File: config.mk
export PLATFORM = sky130hd
export DESIGN_NAME = stall_controller_flat
export DESIGN_NICKNAME = d
export VERILOG_FILES = /design/src/rtl/stall_controller_if.sv /design/src/rtl/stall_controller.sv /design/src/flat_wrapper.sv
export SDC_FILE = /design/constraint.sdc
export NUM_CORES = 1
export LEC_CHECK = 0
export CORE_UTILIZATION = 67
export DETAILED_ROUTE_END_ITERATION = 16
export DONT_BUFFER_PORTS = 1
export GPL_TIMING_DRIVEN = 0
export MAX_ROUTING_LAYER = met4
export PLACE_DENSITY = 0.8
export SYNTH_ARGS = -nofsm -noshare
export SYNTH_HDL_FRONTEND = slang
export SYNTH_SLANG_ARGS = --single-unit
File: constraint.sdc
create_clock -name CLK -period 5.7 [get_ports CLK]
set_input_delay 0.285 -clock CLK [delete_from_list [all_inputs] [get_ports CLK]]
set_output_delay 0.285 -clock CLK [all_outputs]
set_load 0.01 [all_outputs]
File: src/rtl/stall_controller_if.sv
// Bundles the hazard inputs and the hold/flush/PC-enable outputs exchanged
// between the datapath and the stall controller.
interface stall_controller_if #(
  parameter int NREGS = 4,
  parameter int REGW  = 5,
  parameter int CNTW  = 16
);
  logic             ihit;
  logic             dhit;
  logic             dmemreq;
  logic             ex_memread;
  logic [REGW-1:0]  ex_rd;
  logic [REGW-1:0]  id_rs;
  logic [REGW-1:0]  id_rt;
  logic             id_rs_used;
  logic             id_rt_used;
  logic             ex_mdu_start;
  logic             ex_branch_taken;
  logic             halt_in;
  logic [NREGS-1:0] stall;
  logic [NREGS-1:0] flush;
  logic             pc_wen;
  logic             mdu_busy;
  logic             halted;
  logic [CNTW-1:0]  stall_cnt;

  // The controller side: consumes hazard information, drives pipeline enables.
  modport master (
    input  ihit, dhit, dmemreq, ex_memread, ex_rd, id_rs, id_rt,
           id_rs_used, id_rt_used, ex_mdu_start, ex_branch_taken, halt_in,
    output stall, flush, pc_wen, mdu_busy, halted, stall_cnt
  );

  // The datapath side: reports hazards, obeys the enables.
  modport slave (
    output ihit, dhit, dmemreq, ex_memread, ex_rd, id_rs, id_rt,
           id_rs_used, id_rt_used, ex_mdu_start, ex_branch_taken, halt_in,
    input  stall, flush, pc_wen, mdu_busy, halted, stall_cnt
  );
endinterface

File: src/rtl/stall_controller.sv
// Pipeline stall/flush controller: multi-bubble load-use interlock,
// multicycle-execute window, data-memory wait, sticky halt and a saturating
// stall-cycle counter. Outputs are per-latch hold/flush enables and PC write.
module stall_controller #(
  parameter int NREGS      = 4,
  parameter int REGW       = 5,
  parameter int LU_BUBBLES = 1,
  parameter int MDU_LAT    = 4,
  parameter int CNTW       = 16
) (
  input logic               CLK,
  input logic               nRST,
  stall_controller_if.master bus
);

  typedef enum logic [1:0] {RUN, LOADUSE, MDU, HALT} state_t;

  localparam logic [2:0]      LU_INIT  = 3'(LU_BUBBLES - 1);
  localparam logic [3:0]      MDU_INIT = 4'(MDU_LAT - 1);
  localparam logic [CNTW-1:0] CNT_MAX  = '1;

  state_t           state, next_state;
  logic [2:0]       bcnt, next_bcnt;
  logic [3:0]       mcnt, next_mcnt;
  logic             luhaz, memwait, mdu_active;
  logic [NREGS-1:0] stall, flush;
  logic             pc_wen, mdu_busy, halted;
  logic [CNTW-1:0]  stall_cnt;

  assign luhaz = bus.ex_memread && (bus.ex_rd != REGW'(0)) &&
                 ((bus.id_rs_used && (bus.ex_rd == bus.id_rs)) ||
                  (bus.id_rt_used && (bus.ex_rd == bus.id_rt)));
  assign memwait = bus.dmemreq && !bus.dhit;

  // The multicycle window includes the cycle the op enters EX.
  assign mdu_active = (state == MDU) ||
                      (bus.ex_mdu_start && ((state == RUN) || (state == LOADUSE)));

  // Next state: halt wins even over a memory wait; otherwise a wait freezes everything.
  always_comb begin
    next_state = state;
    next_bcnt  = bcnt;
    next_mcnt  = mcnt;
    if (state != HALT && bus.halt_in) begin
      next_state = HALT;
    end else if (!memwait) begin
      case (state)
        RUN: begin
          if (bus.ex_mdu_start) begin
            next_state = MDU;
            next_mcnt  = MDU_INIT;
          end else if (bus.ex_branch_taken) begin
            next_state = RUN;
          end else if (LU_BUBBLES > 1 && luhaz) begin
            next_state = LOADUSE;
            next_bcnt  = LU_INIT;
          end
        end
        LOADUSE: begin
          if (bus.ex_mdu_start) begin
            next_state = MDU;
            next_mcnt  = MDU_INIT;
          end else if (bus.ex_branch_taken || bcnt <= 3'd1) begin
            next_state = RUN;
          end else begin
            next_bcnt = bcnt - 3'd1;
          end
        end
        MDU: begin
          if (mcnt <= 4'd1) next_state = RUN;
          else              next_mcnt  = mcnt - 4'd1;
        end
        default: next_state = HALT;
      endcase
    end
  end

  // Output enables in strict priority order; reset forces everything quiet.
  always_comb begin
    stall    = '0;
    flush    = '0;
    pc_wen   = 1'b0;
    mdu_busy = 1'b0;
    halted   = 1'b0;
    if (!nRST) begin
      pc_wen = 1'b0;
    end else if (state == HALT) begin
      stall  = '1;
      halted = 1'b1;
    end else begin
      mdu_busy = mdu_active;
      if (memwait) begin
        stall = '1;
      end else if (mdu_active) begin
        stall[1:0] = 2'b11;
        flush[2]   = 1'b1;
      end else if (bus.ex_branch_taken) begin
        flush[1:0] = 2'b11;
        pc_wen     = 1'b1;
      end else if ((luhaz && state == RUN) || state == LOADUSE) begin
        stall[0] = 1'b1;
        flush[1] = 1'b1;
      end else if (!bus.ihit) begin
        flush[0] = 1'b1;
      end else begin
        pc_wen = 1'b1;
      end
    end
  end

  // State, bubble/latency counters and the saturating stall counter.
  always_ff @(posedge CLK) begin
    if (!nRST) begin
      state     <= RUN;
      bcnt      <= '0;
      mcnt      <= '0;
      stall_cnt <= '0;
    end else begin
      state <= next_state;
      bcnt  <= next_bcnt;
      mcnt  <= next_mcnt;
      if (!pc_wen && state != HALT && stall_cnt != CNT_MAX)
        stall_cnt <= stall_cnt + CNTW'(1);
    end
  end

  assign bus.stall     = stall;
  assign bus.flush     = flush;
  assign bus.pc_wen    = pc_wen;
  assign bus.mdu_busy  = mdu_busy;
  assign bus.halted    = halted;
  assign bus.stall_cnt = stall_cnt;

endmodule

File: src/flat_wrapper.sv
// flat-port wrapper written by rule: the top's interface ports become plain ports
module stall_controller_flat 
#(
  parameter int NREGS      = 4,
  parameter int REGW       = 5,
  parameter int LU_BUBBLES = 1,
  parameter int MDU_LAT    = 4,
  parameter int CNTW       = 16
)
  (CLK, nRST, bus_ihit, bus_dhit, bus_dmemreq, bus_ex_memread, bus_ex_rd, bus_id_rs, bus_id_rt, bus_id_rs_used, bus_id_rt_used, bus_ex_mdu_start, bus_ex_branch_taken, bus_halt_in, bus_stall, bus_flush, bus_pc_wen, bus_mdu_busy, bus_halted, bus_stall_cnt);
  stall_controller_if #(.NREGS(NREGS), .REGW(REGW), .CNTW(CNTW)) bus_i ();
  input logic CLK;
  input logic nRST;
  input wire logic [$bits(bus_i.ihit)-1:0] bus_ihit;
  input wire logic [$bits(bus_i.dhit)-1:0] bus_dhit;
  input wire logic [$bits(bus_i.dmemreq)-1:0] bus_dmemreq;
  input wire logic [$bits(bus_i.ex_memread)-1:0] bus_ex_memread;
  input wire logic [$bits(bus_i.ex_rd)-1:0] bus_ex_rd;
  input wire logic [$bits(bus_i.id_rs)-1:0] bus_id_rs;
  input wire logic [$bits(bus_i.id_rt)-1:0] bus_id_rt;
  input wire logic [$bits(bus_i.id_rs_used)-1:0] bus_id_rs_used;
  input wire logic [$bits(bus_i.id_rt_used)-1:0] bus_id_rt_used;
  input wire logic [$bits(bus_i.ex_mdu_start)-1:0] bus_ex_mdu_start;
  input wire logic [$bits(bus_i.ex_branch_taken)-1:0] bus_ex_branch_taken;
  input wire logic [$bits(bus_i.halt_in)-1:0] bus_halt_in;
  output wire logic [$bits(bus_i.stall)-1:0] bus_stall;
  output wire logic [$bits(bus_i.flush)-1:0] bus_flush;
  output wire logic [$bits(bus_i.pc_wen)-1:0] bus_pc_wen;
  output wire logic [$bits(bus_i.mdu_busy)-1:0] bus_mdu_busy;
  output wire logic [$bits(bus_i.halted)-1:0] bus_halted;
  output wire logic [$bits(bus_i.stall_cnt)-1:0] bus_stall_cnt;
  assign bus_i.ihit = bus_ihit;
  assign bus_i.dhit = bus_dhit;
  assign bus_i.dmemreq = bus_dmemreq;
  assign bus_i.ex_memread = bus_ex_memread;
  assign bus_i.ex_rd = bus_ex_rd;
  assign bus_i.id_rs = bus_id_rs;
  assign bus_i.id_rt = bus_id_rt;
  assign bus_i.id_rs_used = bus_id_rs_used;
  assign bus_i.id_rt_used = bus_id_rt_used;
  assign bus_i.ex_mdu_start = bus_ex_mdu_start;
  assign bus_i.ex_branch_taken = bus_ex_branch_taken;
  assign bus_i.halt_in = bus_halt_in;
  assign bus_stall = bus_i.stall;
  assign bus_flush = bus_i.flush;
  assign bus_pc_wen = bus_i.pc_wen;
  assign bus_mdu_busy = bus_i.mdu_busy;
  assign bus_halted = bus_i.halted;
  assign bus_stall_cnt = bus_i.stall_cnt;
  stall_controller #(.NREGS(NREGS), .REGW(REGW), .LU_BUBBLES(LU_BUBBLES), .MDU_LAT(MDU_LAT), .CNTW(CNTW)) u_core (.CLK(CLK), .nRST(nRST), .bus(bus_i));
endmodule
==> results.cfg, run 1 <==
[status]
status = finished clean

[clocking]
hold_buffers = 0
cts_resized = 0
cts-root-buf = clkbuf_4
clk_pin_slew_ns = 0.13
cts_sinks = 25
cts_tree = done
cts_buffers = 3
insertion_delay_ns = 0.33
clockBufferDepth = 2
htree_levels = 1
cts_setup_buffers = 0

[critical_path]
cp_cell_sequence = nor2_1, nand3_1, nor3_1, clkbuf_1, clkbuf_1, nor2_1, mux2i_1
rrSetupSlack_ns = 3.07
crit_path_end = u_core.bus.stall_cnt[1]
ff2ff_path_depth = 7
arrival_ns = 2.84
critPathSlowestCell = nor3_1
r2r-start = u_core.state[1]
required_ns = 5.91
critPathLaunchType = flip-flop
critPathCaptureType = flip-flop
startpoint = u_core.state[1]
cp_max_fo = 10
crit_type = flip-flop to flip-flop
cp_slowest_stage_delay_ns = 0.48
timing.rr.end = u_core.bus.stall_cnt[1]

[synth]
syn-cell-area_um2 = 1630
synth_seq_cells = 25
avgSynthCellArea_um2 = 7.63
syn_inst = 214
ys_warn_count = 0
synth_common_cells = dfxtp_1, nand2_1, a21oi_1
yosys-top-cells-area = dfxtp_1, xnor2_1, a21oi_1
ys_types = 42
synth_ff_type = dfxtp_1
yosys.area.top_type = dfxtp_1
async_flop_share_pct = 0
synth.most_common_cell = dfxtp_1
syn_nets = 245
synth_top_area_share_pct = 30.7
ys_seq_area_share_pct = 30.7
synth_edf_count = 0

[grt]
grt_pass1_vias = 1521
overflow = 0
grt_start_max_net_pins = 14
grt_pass1_wl_um = 6010
grt_usage_pct = 31.0
antenna_found_initial = 0

[finish]
nets = 250
syn2layout_area_growth_pct = 3.75
multi_input_area_um2 = 1030
diodes = 0
drive_gt1_share_pct = 5.05
regArea_um2 = 500
nFillCells = 179

[die]
ios = 53
start_util_pct = 72.4
coreArea_um2 = 2250
fp.dieW_um = 51.4
row_count = 17
die-area_um2 = 2640
die_h_um = 51.4

[placement]
pre_cts_slack_ns = 3.15
port_buffers = 0
gp_congestion = 0.869
place_hpwl_um = 3050

[drt]
vias = 1612
drt-total-wl_um = 3930
wl_per_cell_um = 16.0
drc = 0
via_per_inst = 6.55
firstDrtPassIters = 4
drt_iter0_drc = 68
ant_nets = 0

[timing]
setup_viol = 0
finalHoldViolCount = 0
timing.final.crit_share_pct = 46.1
finalCriticalPeriod_ns = 2.63
drv_slew = 0
max_clock_freq_ghz = 0.380
setup-tns-final_ns = 0
rsz0062_at_grt = no
relSlewSlack_pct = 66.3
fin_skew_ns = 0.00807
finalWorstSetupSlack_ns = 3.07
worst_pin_slew_ns = 0.501

[pwr]
vdd_ir_drop_max_v = 0.000188
powerDensity_nw_per_um2 = 194
p_leak_uw = 0.000565

[job]
maxCapViolCount = 0

[worst_hold_path]
min_path_type = input pin to flip-flop
## per-stage QoR
stage | utilization (%) | cell area (um2) | total power, uW | hold WS (ns) | cells
after floorplan | - | 1630 | 239 | 0.435 | 214
after global placement | 74.0 | 1670 | 248 | 0.445 | 242
after CTS | 75.1 | 1690 | 328 | 0.104 | 246
after global routing | 75.1 | 1690 | 341 | 0.117 | 246
after detailed placement | 74.0 | 1670 | 251 | 0.448 | 242
final | 75.1 | 1690 | 328 | 0.0992 | 246
## registers in the layout, indices dropped and copies added, names as in the netlist
name,cells
u_core.bus.stall_cnt,16
u_core.mcnt,4
u_core.bcnt,3
u_core.state,2
## how the worst min path moves through the flow
| stage | start | end | slack, ns | cells after the start |
|---|---|---|---|---|
| global placement | nRST | u_core.bus.stall_cnt[0] | 0.45 | 2 |
| finish | nRST | u_core.bus.stall_cnt[0] | 0.1 | 2 |
| CTS | nRST | u_core.bus.stall_cnt[0] | 0.10 | 2 |
| floorplan | nRST | u_core.bus.stall_cnt[11] | 0.43 | 2 |
| detailed placement | nRST | u_core.bus.stall_cnt[0] | 0.45 | 2 |
| global route | nRST | u_core.bus.stall_cnt[11] | 0.12 | 2 |
## logic make-up after synthesis
logic type	Yosys count	share of synthesized area, %
other cells	1	0.230
compound gates	45	17.5
xor+xnor	12	6.44
mux	8	4.90
fa+ha+maj	5	3.83
buf+inv	23	6.05
simple gates	95	30.3
flops	25	30.7
## power by group
part	total [uW]	internal (uW)	switching, uW
clock network	80.2	27.5	52.7
registers	188	180	7.72
logic	59.9	24.3	35.6
total	328	232	96.0
## critical path: cells and delay by family, from the launching register on
kind | cells | cell delay (ns)
buffers and inverters | 2 | 0.83
multiplexers | 1 | 0.16
flip-flops | 1 | 0.39
AND/OR/NAND/NOR | 4 | 1.13
## layout make-up
class | instances | share of cell area, %
buffer | 11 | 3.18
clock buffer | 4 | 1.55
inverter | 12 | 2.66
multi-input combinational | 166 | 61.0
sequential | 25 | 29.5
tap | 28 | 2.07
## metal layers
layer / track usage [%] / wire [um] / up-vias
met3: 9.52 / 387 / 7
met2: 57.6 / 1950 / 93
li1: - / - / 777
met1: 31.0 / 1540 / 735
met4: 8.56 / 46 / 0
met5: - / 0 / -
## placed cells by master, fill, tap and decap left out, drive strengths merged, types with 3 or more instances in the layout
cell type	count
nor2b	3
o31ai	6
nand4	6
buf	3
dfxtp	25
a31oi	3
mux2i	8
nand3	8
or3	6
a21oi	18
clkbuf	12
nor4	4
nor3	7
xnor2	11
or4	6
inv	11
nand2b	9
o21ai	6
nor2	16
ha	5
nand2	22
Power figures use the tool's default switching activity.
==> inputs of run 2 (changes only) <==
--- a/config.mk
+++ b/config.mk
@@ -5,12 +5,14 @@
 export SDC_FILE = /design/constraint.sdc
 export NUM_CORES = 1
 export LEC_CHECK = 0
-export CORE_UTILIZATION = 67
+export ABC_AREA = 1
+export CORE_ASPECT_RATIO = 2
+export CORE_UTILIZATION = 57
 export DETAILED_ROUTE_END_ITERATION = 16
 export DONT_BUFFER_PORTS = 1
 export GPL_TIMING_DRIVEN = 0
 export MAX_ROUTING_LAYER = met4
-export PLACE_DENSITY = 0.8
+export PLACE_DENSITY = 0.72
 export SYNTH_ARGS = -nofsm -noshare
 export SYNTH_HDL_FRONTEND = slang
 export SYNTH_SLANG_ARGS = --single-unit
==> constraint.sdc (replaced) <==
create_clock -name CLK -period 2.4 [get_ports CLK]
set_input_delay 0.12 -clock CLK [delete_from_list [all_inputs] [get_ports CLK]]
set_output_delay 0.12 -clock CLK [all_outputs]
set_load 0.01 [all_outputs]
==> results.cfg, run 2 <==
[critical_path]
crit_family = flip-flops
rrSetupSlack_ns = 0.36
critPathLaunchType = flip-flop
arrival_ns = 2.21
cp_max_fo = 10
required_ns = 2.58
cp_slowest_stage_delay_ns = 0.54
cp_cell_sequence = ha_1, nand2_1, nor3_4, a31oi_4, buf_2, a21oi_1, nor2_1
critPathCaptureType = flip-flop
crit_type = flip-flop to flip-flop
critPathBufInv = 1
critPathSlowestCell = dfxtp_1

[synth]
synth_ff_type = dfxtp_1
ys_warn_count = 0
avgSynthCellArea_um2 = 6.39
syn_inst = 295
synth.most_common_cell = nand2_1
async_flop_share_pct = 0
synth_seq_cells = 25
yosys-top-cells-area = dfxtp_1, nand2_1, nand3_1
yosys.area.top_type = dfxtp_1
syn_nets = 326
synth_top_area_share_pct = 26.6
syn-cell-area_um2 = 1880
ys_types = 32
synth_common_cells = nand2_1, inv_1, nand3_1
synth_edf_count = 0
ys_seq_area_share_pct = 26.6

[die]
row_count = 29
start_util_pct = 59.7
die-area_um2 = 3550
coreArea_um2 = 3160
fp.dieW_um = 42.7
ios = 53
die_h_um = 83.3

[timing]
rsz0062_at_grt = no
setup_viol = 0
finalCriticalPeriod_ns = 2.04
timing.final.crit_share_pct = 84.8
relSlewSlack_pct = 62.0
worst_pin_slew_ns = 0.570
drv_slew = 0
finalHoldViolCount = 0
max_clock_freq_ghz = 0.491
setup-tns-final_ns = 0
fin_skew_ns = 0.00394

[clocking]
cts_setup_buffers = 0
insertion_delay_ns = 0.27
cts_resized = 0
cts_buffers = 3
htree_levels = 1
clockBufferDepth = 2
clk_pin_slew_ns = 0.09
cts_tree = done
cts-root-buf = clkbuf_8
hold_buffers = 1
cts_sinks = 25

[placement]
port_buffers = 0
dpl.cell_count = 326
place_hpwl_um = 3580
gp_congestion = 0.953

[drt]
vias = 1861
drc = 0
ant_nets = 0
drt-total-wl_um = 4470
wl_per_cell_um = 13.5
firstDrtPassIters = 4
via_per_inst = 5.62
drt_iter0_drc = 21

[finish]
top_regs = u_core.bus.stall_cnt: 16 flops, u_core.mcnt: 4 flops, u_core.bcnt: 3 flops
nFillCells = 332
diodes = 0
top_register = u_core.bus.stall_cnt
layout.cells.non_filler = 331
syn2layout_area_growth_pct = 4.98
final_common_cell = nand2_1
drive_gt1_share_pct = 13.3
final_cell_mix = nand2_1, inv_1, nand3_1, nor2_1, dfxtp_1
post-route-util_pct = 62.7
nets = 332
largest_reg_flops = 16

[grt]
antenna_found_initial = 0
grt_usage_pct = 27.0
grt_pass1_vias = 1772
grt_pass1_wl_um = 7360
grt_start_max_net_pins = 14
overflow = 0

[worst_hold_path]
min_path_type = input pin to flip-flop

[pwr]
powerDensity_nw_per_um2 = 470
vdd_ir_drop_max_v = 0.000299
p_leak_uw = 0.000853

[job]
maxCapViolCount = 0

[status]
status = finished clean
[run 2: cell type report]
class / count / area, um2 / share of cell area, %
Sequential cell: 25 / 500 / 25.3
Tap cell: 31 / 38.8 / 1.96
Inverter: 48 / 180 / 9.11
Timing Repair Buffer: 1 / 10.0 / 0.506
Buffer: 8 / 55.1 / 2.78
Clock buffer: 4 / 45.0 / 2.28
Multi-Input combinational cell: 214 / 1150 / 58.1
[run 2: per-stage QoR]
stage / setup slack (ns) / total power, uW / instance area, um2 / hold slack, ns
floorplan: 0.698 / 638 / 1880 / 0.265
global placement: 0.349 / 681 / 1920 / 0.290
detailed placement: 0.346 / 684 / 1920 / 0.286
CTS: 0.333 / 940 / 1980 / 0.0120
global route: 0.169 / 983 / 1980 / 0.0325
finish: 0.364 / 931 / 1980 / 0.0155
[run 2: kinds of logic after synthesis]
kind of cell	synth area share, %
and+or+nand+nor	37.9
adders and majority gates	3.32
buffers and inverters	12.5
AOI/OAI and AO/OA	13.9
other	0.199
DFF	26.6
xor gates and xnor gates	5.58
[run 2: metal layers]
metal / up-vias / global-route usage (%) / routed length [um]
met5: - / - / 0
met4: 0 / 17.0 / 207
met3: 17 / 4.78 / 142
met2: 51 / 50.4 / 2600
met1: 838 / 22.6 / 1530
li1: 955 / - / -
[run 2: report_power, final]
group	internal [uW]	switching (uW)	total, uW	leakage (uW)
registers	436	28.6	464	0.000203
logic	72.9	136	208	0.000628
clock network	119	139	258	0.0000228
[run 2: path summary, 6_finish.rpt]
path                                 from                       to  cells after the start
setup / recovery  u_core.bus.stall_cnt[0]  u_core.bus.stall_cnt[0]                      7
hold / removal                bus_halt_in          u_core.state[0]                      2
setup reg to reg  u_core.bus.stall_cnt[0]  u_core.bus.stall_cnt[0]                      7
hold reg to reg            u_core.bcnt[2]           u_core.bcnt[2]                      2
[run 2: worst register-to-register path, stage by stage (launching register included)]
cell and delay [ns]:
dfxtp_1 0.54, ha_1 0.28, nand2_1 0.14, nor3_4 0.29, a31oi_4 0.20, buf_2 0.24
a21oi_1 0.17, nor2_1 0.06
